<file path="src/rtl/controladora_pkg.sv">
// Shared types and helpers for the multi-channel light controller.
// State encoding puts mode in bit 1 and drive in bit 0.
package controladora_pkg;

  typedef enum logic [1:0] {
    AUTO_OFF = 2'b00,
    AUTO_ON  = 2'b01,
    MAN_OFF  = 2'b10,
    MAN_ON   = 2'b11
  } estado_t;

  function automatic int largura_timer(input int a, input int b);
    int m;
    m = (a > b) ? a : b;
    return (m < 1) ? 1 : $clog2(m + 1);
  endfunction

endpackage

</file>
<file path="src/rtl/canal_controladora.sv">
// One light channel: input sync, press counter, mode FSM and timers.
// led/saida are the two bits of the state register itself.
module canal_controladora
  import controladora_pkg::*;
#(
  parameter int DEBOUNCE_P        = 300,
  parameter int SWITCH_MODE_MIN_T = 5300,
  parameter int AUTO_SHUTDOWN_T   = 30000,
  parameter int MANUAL_TIMEOUT_T  = 0
) (
  input  logic clk,
  input  logic rst,
  input  logic push_button,
  input  logic infravermelho,
  output logic led,
  output logic saida
);

  localparam int HW = $clog2(SWITCH_MODE_MIN_T + 1);
  localparam int TW = largura_timer(AUTO_SHUTDOWN_T, MANUAL_TIMEOUT_T);
  localparam logic [HW-1:0] HOLD_MAX = HW'(SWITCH_MODE_MIN_T);
  localparam logic [HW-1:0] HOLD_PRE = HW'(SWITCH_MODE_MIN_T - 1);
  localparam logic [HW-1:0] HOLD_MIN = HW'(DEBOUNCE_P);
  localparam logic [TW-1:0] T_AUTO   = TW'(AUTO_SHUTDOWN_T);
  localparam logic [TW-1:0] T_MAN    = TW'(MANUAL_TIMEOUT_T);
  localparam logic [TW-1:0] T_ONE    = TW'(1);
  localparam bit MAN_TO = (MANUAL_TIMEOUT_T > 0);

  logic [1:0]    b_sync;
  logic [1:0]    ir_sync;
  logic          b;
  logic          ir;
  logic [HW-1:0] hold;
  logic          toggle;
  logic          short_press;
  estado_t       estado;
  estado_t       estado_n;
  logic [TW-1:0] timer;
  logic [TW-1:0] timer_n;

  assign b  = b_sync[1];
  assign ir = ir_sync[1];

  // Hold reaching the threshold this cycle flips the mode; a saturated
  // counter on release means the press was already consumed.
  assign toggle      = b && (hold == HOLD_PRE);
  assign short_press = !b && (hold >= HOLD_MIN) && (hold != HOLD_MAX);

  assign led   = estado[1];
  assign saida = estado[0];

  // Two-flop synchronizers on the raw pins.
  always_ff @(posedge clk or negedge rst) begin
    if (!rst) begin
      b_sync  <= '0;
      ir_sync <= '0;
    end else begin
      b_sync  <= {b_sync[0], push_button};
      ir_sync <= {ir_sync[0], infravermelho};
    end
  end

  // Saturating count of consecutive synchronized press cycles.
  always_ff @(posedge clk or negedge rst) begin
    if (!rst) begin
      hold <= '0;
    end else if (!b) begin
      hold <= '0;
    end else if (hold != HOLD_MAX) begin
      hold <= hold + 1'b1;
    end
  end

  // State and shared timer registers.
  always_ff @(posedge clk or negedge rst) begin
    if (!rst) begin
      estado <= AUTO_OFF;
      timer  <= '0;
    end else begin
      estado <= estado_n;
      timer  <= timer_n;
    end
  end

  // Next state: mode toggle first, then per-mode behaviour.
  always_comb begin
    estado_n = estado;
    timer_n  = timer;
    if (toggle) begin
      estado_n = estado[1] ? AUTO_OFF : MAN_OFF;
      timer_n  = '0;
    end else begin
      unique case (estado)
        AUTO_OFF: begin
          if (ir) begin
            estado_n = AUTO_ON;
            timer_n  = T_AUTO;
          end
        end
        AUTO_ON: begin
          if (ir) begin
            timer_n = T_AUTO;
          end else if (timer <= T_ONE) begin
            estado_n = AUTO_OFF;
            timer_n  = '0;
          end else begin
            timer_n = timer - 1'b1;
          end
        end
        MAN_OFF: begin
          if (short_press) begin
            estado_n = MAN_ON;
            timer_n  = T_MAN;
          end
        end
        MAN_ON: begin
          if (short_press || (MAN_TO && timer <= T_ONE)) begin
            estado_n = MAN_OFF;
            timer_n  = '0;
          end else if (MAN_TO) begin
            timer_n = timer - 1'b1;
          end
        end
      endcase
    end
  end

endmodule

</file>
<file path="src/rtl/controladora_multi.sv">
// N independent light channels plus a registered count of
// channels currently driving their load.
module controladora_multi
  import controladora_pkg::*;
#(
  parameter int N_CANAIS          = 4,
  parameter int DEBOUNCE_P        = 300,
  parameter int SWITCH_MODE_MIN_T = 5300,
  parameter int AUTO_SHUTDOWN_T   = 30000,
  parameter int MANUAL_TIMEOUT_T  = 0
) (
  input  logic                          clk,
  input  logic                          rst,
  input  logic [N_CANAIS-1:0]           push_button,
  input  logic [N_CANAIS-1:0]           infravermelho,
  output logic [N_CANAIS-1:0]           led,
  output logic [N_CANAIS-1:0]           saida,
  output logic [$clog2(N_CANAIS+1)-1:0] ativos
);

  localparam int AW = $clog2(N_CANAIS + 1);

  logic [AW-1:0] soma;

  for (genvar i = 0; i < N_CANAIS; i++) begin : g_canal
    canal_controladora #(
      .DEBOUNCE_P       (DEBOUNCE_P),
      .SWITCH_MODE_MIN_T(SWITCH_MODE_MIN_T),
      .AUTO_SHUTDOWN_T  (AUTO_SHUTDOWN_T),
      .MANUAL_TIMEOUT_T (MANUAL_TIMEOUT_T)
    ) u_canal (
      .clk          (clk),
      .rst          (rst),
      .push_button  (push_button[i]),
      .infravermelho(infravermelho[i]),
      .led          (led[i]),
      .saida        (saida[i])
    );
  end

  // Popcount of the channel drives.
  always_comb begin
    soma = '0;
    for (int k = 0; k < N_CANAIS; k++) begin
      soma = soma + AW'(saida[k]);
    end
  end

  // Registered active-channel count.
  always_ff @(posedge clk or negedge rst) begin
    if (!rst) begin
      ativos <= '0;
    end else begin
      ativos <= soma;
    end
  end

endmodule

</file>
<file path="config.mk">
export PLATFORM = sky130hd
export DESIGN_NAME = controladora_multi
export DESIGN_NICKNAME = d
export VERILOG_FILES = /design/src/rtl/controladora_pkg.sv /design/src/rtl/canal_controladora.sv /design/src/rtl/controladora_multi.sv
export SDC_FILE = /design/constraint.sdc
export NUM_CORES = 1
export LEC_CHECK = 0
export BUFFER_PORTS_ARGS = -buffer_cell sky130_fd_sc_hd__buf_2
export CORE_MARGIN = 3
export CORE_UTILIZATION = 57
export DETAILED_ROUTE_END_ITERATION = 16
export PLACE_DENSITY = 0.88
export SLEW_MARGIN = 0
export SYNTH_ARGS = -nofsm -noshare
export SYNTH_HDL_FRONTEND = slang
export SYNTH_HIERARCHICAL = 1
export SYNTH_SLANG_ARGS = --single-unit
</file>
<file path="constraint.sdc">
create_clock -name clk -period 2.35 [get_ports clk]
set_input_delay 0.47 -clock clk [delete_from_list [all_inputs] [get_ports clk]]
set_output_delay 0.47 -clock clk [all_outputs]
set_load 0.01 [all_outputs]
</file>
==> flow_summary.yaml, run 1 <==
run_status:
  status: "completed"
timing:
  max_slew.worst_pin.slew_ns: 0.644
  setup_viol: 0
  drv_slew: 0
  fin_setup_tns_ns: 0
  post-route-period-util_pct: 93.9
  slew_headroom_pct: 56.8
  rsz0062_at_grt: "false"
  fin_crit_ns: 2.21
  max_freq_mhz: 453
  finalClockSkew_ns: 0.00944
  finalHoldViolCount: 0
floorplan:
  fp.dieH_um: 123
  die-area_sq_um: 15000
  rows: 41
  ioPinCount: 21
  chipWidth_um: 123
  core-area_sq_um: 13000
  initial_utilization_pct: 59.8
logic_synthesis:
  seq_area_frac_synth_pct: 44.8
  syn_nets: 810
  post_synth_most_frequent_cells: "dfrtp_1 (139), nor2_1 (52), and2_1 (46)"
  synth-edff-count: 0
  synth_top_area_cell: "dfrtp_1"
  yosys_warnings: 6
  synth_cell_types: 71
  synth_ff_type: "dfrtp_1"
  synthArstFlopShare_pct: 100
  synthDominantCellAreaShare_pct: 44.8
  netlist_instances: 781
  synthTopCellsByArea: "dfrtp_1 (45%), and2_1 (3.7%), xnor2_1 (3.5%)"
  syn_area_sq_um: 7760
  ys_ff_latch: 139
  synth.avg_cell_area_sq_um: 9.93
  yosysMostFrequentCell: "dfrtp_1"
critical_path:
  cp_max_fo: 5
  cp.required_ns: 2.65
  critPathKind: "flop to flop"
  arrival_ns: 2.51
  start_kind: "flop"
  critPathCaptureType: "flop"
  rrSetupSlack_ns: 0.14
min_path:
  hp-class: "primary input to flop"
detailed_routing:
  wl_mm: 15.5
  wire_per_inst_um: 15.3
  vias: 6111
  viasPerCell: 6.02
  antenna_left: 0
  drt-pass1-iter-count: 5
  drc: 0
  drt_iter0_drc: 529
final_layout:
  synthToLayoutAreaGrowth_pct: 13.8
  nFillCells: 955
  antenna_cells: 0
  layout-drive-gt1-share_pct: 13.6
  nets: 860
global_route:
  antenna_found_initial: 0
  grt_pass1_vias: 5824
  grt-ovfl-total: 0
  grt_pass1_wl_mm: 27.1
  grtUsageTotal_pct: 22.2
  grt_max_degree: 44
clocking:
  cts_tree: "yes"
  clk_pin_slew_ns: 0.06
  cts_buffer_depth: 2
  post-cts-setup-buffer-count: 0
  cts_max_level: 4
  clockRootBuffer: "clkbuf_16"
  clkLatencyLatePin_ns: 0.42
  cts_buffers: 17
  clock_sinks: 139
placed_design:
  gp_congestion: 0.879
  dpl.hpwl_mm: 10.5
  io_buffers: 20
power:
  power.density_nw_per_um2: 644
  vdd_drop_max_mv: 0.644
  power_mw: 5.68
  p_leak_nw: 3.80
job:
  drv_cap: 0
[worst paths after layout]
kind                                              startpoint                       endpoint  cells past startpoint
worst max-delay path            g_canal[1].u_canal/timer[10]    g_canal[1].u_canal/timer[0]                      6
worst min-delay path                        infravermelho[0]  g_canal[0].u_canal/ir_sync[0]                      1
worst max register to register  g_canal[1].u_canal/timer[10]    g_canal[1].u_canal/timer[0]                      6
worst min register to register  g_canal[0].u_canal/b_sync[0]   g_canal[0].u_canal/b_sync[1]                      0
max in group asynchronous                                rst     g_canal[2].u_canal/hold[8]                      3
min in group asynchronous                                rst   g_canal[0].u_canal/timer[12]                      2
[kinds of logic after synthesis]
group / after synthesis / synth area share (%)
flip-flops: 139 / 44.8
AO/OA/AOI/OAI: 181 / 17.4
adder cells (fa/ha/maj): 19 / 3.16
XOR/XNOR: 49 / 5.53
multiplexers: 3 / 0.435
AND/OR/NAND/NOR: 335 / 25.4
buffers and inverters: 55 / 3.27
[per-layer routing]
metal | share of wire, % | GRT usage, % | wire length, um | vias up
li1 | - | - | - | 2982
met1 | 47 | 30.2 | 7270 | 2968
met2 | 48 | 34.7 | 7400 | 135
met3 | 4.1 | 6.13 | 637 | 26
met4 | 1.4 | 7.28 | 210 | 0
met5 | 0 | 0 | 0 | -
[area by class of cell]
type,count,area (sq um),area share [%]
repair buffers,57,412,4.66
clock inverters,11,120,1.36
multi-input cells,587,4030,45.6
flip-flops and latches,139,3480,39.4
clock buffers,20,467,5.29
inverters,29,109,1.23
well taps,172,215,2.44
[where the power goes]
part           total, mW  internal, mW  switching (mW)
clock network       2.63          1.63            1.00
registers           2.60          2.48           0.113
logic              0.450         0.195           0.255
total               5.68          4.31            1.37
[critical path, stage by stage (launching register included)]
cell	delay, ns
dfrtp_1	0.41
or3_1	0.37
or4_1	0.49
nor3_2	0.25
buf_4	0.19
nor2_1	0.07
mux2_1	0.31
[state kept, by name, summed over array words and instances, names as in the netlist]
register / flops
g_canal.u_canal/ir_sync: 8
g_canal.u_canal/hold: 52
g_canal.u_canal/timer: 60
ativos: 3
g_canal.u_canal/estado: 8
g_canal.u_canal/b_sync: 8
[layout by cell type, fill, tap and decap left out, drive strengths merged, types with 9 or more instances in the layout]
cell type	n
dfrtp	139
buf	56
nor2	53
and2	46
nand2	45
o21ai	41
nand3	35
xnor2	31
inv	29
nor4	28
nor3	25
clkbuf	20
or3	19
ha	18
xor2	18
a211oi	16
a21o	15
a221o	15
nand4	13
a31oi	13
a21oi	13
nor2b	10
o211ai	9
or4	9
[stage by stage]
stage          worst slack (ns)  cell area [sq um]  hold slack (ns)  cells  util (%)
3_5_place_dp              0.147               8230            0.335    983      63.4
2_1_floorplan             0.160               7760            0.174    781         -
6_report                  0.145               8830            0.151   1015      68.0
5_1_grt                  0.0266               8830            0.133   1015      68.0
3_3_place_gp              0.218               8230            0.332    983      63.4
4_1_cts                   0.139               8830            0.135   1015      68.0
[what timing repair did]
item,4_1_cts,5_1_grt
setup endpoints to repair,0,0
gates resized for setup,0,0
hold buffers,1,0
endpoints found under the hold margin,40,0
Power figures use the tool's default switching activity.
==> inputs of run 2 (changes only) <==
--- a/config.mk
+++ b/config.mk
@@ -9,9 +9,9 @@
 export CORE_MARGIN = 3
 export CORE_UTILIZATION = 57
 export DETAILED_ROUTE_END_ITERATION = 16
+export GPL_TIMING_DRIVEN = 1
 export PLACE_DENSITY = 0.88
 export SLEW_MARGIN = 0
 export SYNTH_ARGS = -nofsm -noshare
 export SYNTH_HDL_FRONTEND = slang
-export SYNTH_HIERARCHICAL = 1
 export SYNTH_SLANG_ARGS = --single-unit
==> flow_summary.yaml, run 2 <==
run_status:
  status: "completed"
final_layout:
  layout_common_cells: "dfrtp_1 (138), nand2_1 (66), nor2_1 (45), and2_1 (42), xnor2_1 (35)"
  reg_top3: "g_canal.u_canal.timer x60, g_canal.u_canal.hold x52"
  nFillCells: 991
  regMostFlops: "g_canal.u_canal.timer"
  antenna_cells: 0
  synthToLayoutAreaGrowth_pct: 13.1
  final_common_cell: "dfrtp_1"
  ff_latch_area_sq_um: 3480
  nets: 858
  multiInputGateArea_sq_um: 3930
  layout-drive-gt1-share_pct: 13.2
  largest_register_ffs: 60
floorplan:
  chipWidth_um: 122
  initial_utilization_pct: 59.6
  fp.dieH_um: 122
  ioPinCount: 21
  rows: 41
  die-area_sq_um: 15000
  core-area_sq_um: 12900
timing:
  slew_headroom_pct: 65.1
  hold_slack_ns: 0.149
  drv_slew: 0
  post-route-period-util_pct: 95.3
  finalHoldViolCount: 0
  setup_viol: 0
  fin_setup_tns_ns: 0
  fin_crit_ns: 2.24
  max_freq_mhz: 446
  finalClockSkew_ns: 0.00740
  max_slew.worst_pin.slew_ns: 0.521
logic_synthesis:
  post_synth_most_frequent_cells: "dfrtp_1 (139), nand2_1 (66), nor2_1 (45)"
  synth_cell_types: 77
  ys_ff_latch: 139
  synthArstFlopShare_pct: 100
  synth.avg_cell_area_sq_um: 9.77
  synth_ff_type: "dfrtp_1"
  yosysMostFrequentCell: "dfrtp_1"
  syn_area_sq_um: 7710
  synth_top_area_cell: "dfrtp_1"
  syn_nets: 818
  synth-edff-count: 0
  seq_area_frac_synth_pct: 45.1
  synthDominantCellAreaShare_pct: 45.1
  yosys_warnings: 0
  netlist_instances: 789
  synthTopCellsByArea: "dfrtp_1 (45%), xnor2_1 (4.0%), and2_1 (3.4%)"
critical_path:
  crit_slowest_cell: "a311oi_4"
  cpPeakStageDelay_ns: 0.52
  r2r_start: "g_canal[2].u_canal.hold[3]"
  critPathKind: "flop to flop"
  cpLargestDelayFamily: "compound AO/OA/AOI/OAI gates"
  worstPathCellList: "a2111oi_0 -> o21ai_0 -> a311oi_4 -> buf_4 -> a31oi_1 -> mux2i_1"
  cp_max_fo: 9
  start_kind: "flop"
  arrival_ns: 2.58
  critPathCaptureType: "flop"
  startpoint: "g_canal[2].u_canal.hold[3]"
  cp.required_ns: 2.69
  cp.buffers_inverters: 1
global_route:
  grt_pass1_wl_mm: 27.2
  antenna_found_initial: 0
  grtUsageTotal_pct: 22.6
  grt_max_degree: 56
  grt_pass1_vias: 5894
  grt-ovfl-total: 0
job:
  drv_cap: 0
detailed_routing:
  vias: 6135
  drt-pass1-iter-count: 7
  drc: 0
  viasPerCell: 6.05
  wl_mm: 15.7
  antenna_left: 0
  drt_iter0_drc: 423
  wire_per_inst_um: 15.5
placed_design:
  dpl.hpwl_mm: 10.2
  gp_congestion: 0.888
  io_buffers: 20
clocking:
  cts_buffer_depth: 2
  cts_buffers: 17
  clock_sinks: 139
  cts_tree: "yes"
  clockRootBuffer: "clkbuf_16"
  clkLatencyLatePin_ns: 0.42
  cts_max_level: 4
  clk_pin_slew_ns: 0.06
power:
  power_mw: 5.68
  power.density_nw_per_um2: 652
  vdd_drop_max_mv: 0.655
  p_leak_nw: 3.85
min_path:
  min_from: "infravermelho[0]"
  hp-class: "primary input to flop"
-- run 2: cell count changes in the layout (fill, tap and decap cells not counted), sizes merged, moves of 10 or more --
cell | previous run | this run
nand4 | 13 | 31
a221o | 15 | 0
or3 | 19 | 9
nor4 | 28 | 18
a211oi | 16 | 2
nand2 | 45 | 66
-- run 2: per-stage QoR --
stage                     cell area (sq um)  std cells  util [%]  worst slack (ns)
after floorplan                        7710        789         -             0.222
after global placement                 8080        978      62.5             0.167
after detailed placement               8080        978      62.5             0.105
after CTS                              8680       1011      67.2            0.0737
after global routing                   8720       1014      67.4           -0.0164
final                                  8720       1014      67.4             0.110
-- run 2: cells by family after synthesis --
family	synth area share, %
mux	0.260
xor+xnor	5.11
fa+ha+maj	3.18
compound gates	16.9
buf+inv	4.03
flops	45.1
simple gates	25.4
-- run 2: area by class of cell --
type	count	area share, %
Clock buffer	19	5.08
Clock inverter	13	1.66
Inverter	32	1.38
Multi-Input combinational cell	586	45.1
Sequential cell	139	39.9
Tap cell	172	2.47
Timing Repair Buffer	53	4.38
-- run 2: path summary, 6_finish.rpt --
| check | end | slack [ns] | cells after the start |
|---|---|---|---|
| min | g_canal[0].u_canal.ir_sync[0] | 0.15 | 1 |
| min in group asynchronous | g_canal[0].u_canal.timer[3] | 0.55 | 2 |
| max in group asynchronous | g_canal[3].u_canal.timer[0] | 1.15 | 3 |
| max reg2reg | g_canal[2].u_canal.timer[2] | 0.11 | 6 |
| min reg2reg | g_canal[1].u_canal.ir_sync[1] | 0.35 | 0 |
| max | g_canal[2].u_canal.timer[2] | 0.11 | 6 |
-- run 2: where the power goes --
group	leakage, nW	switching [mW]	internal, mW
Clock	0.280	1.04	1.59
Combinational	1.86	0.252	0.194
Sequential	1.71	0.117	2.48
Total	3.85	1.41	4.27
-- run 2: worst register-to-register path, stage by stage (launching register included) --
cell	delay [ns]
dfrtp_1	0.47
a2111oi_0	0.48
o21ai_0	0.27
a311oi_4	0.52
buf_4	0.25
a31oi_1	0.05
mux2i_1	0.13
-- run 2: timing repair --
action                     in CTS  in global routing
setup endpoints to repair       0                  5
hold endpoints to repair       45                  0
resized for setup               0                  3
setup buffers                   0                  3
hold buffers                    1                  0
-- run 2: metal layers --
layer  global-route usage [%]  wire length (um)
met1                     29.3              7140
met3                     5.76               600
met5                        0                 0
met2                     36.9              7760
met4                     8.19               200
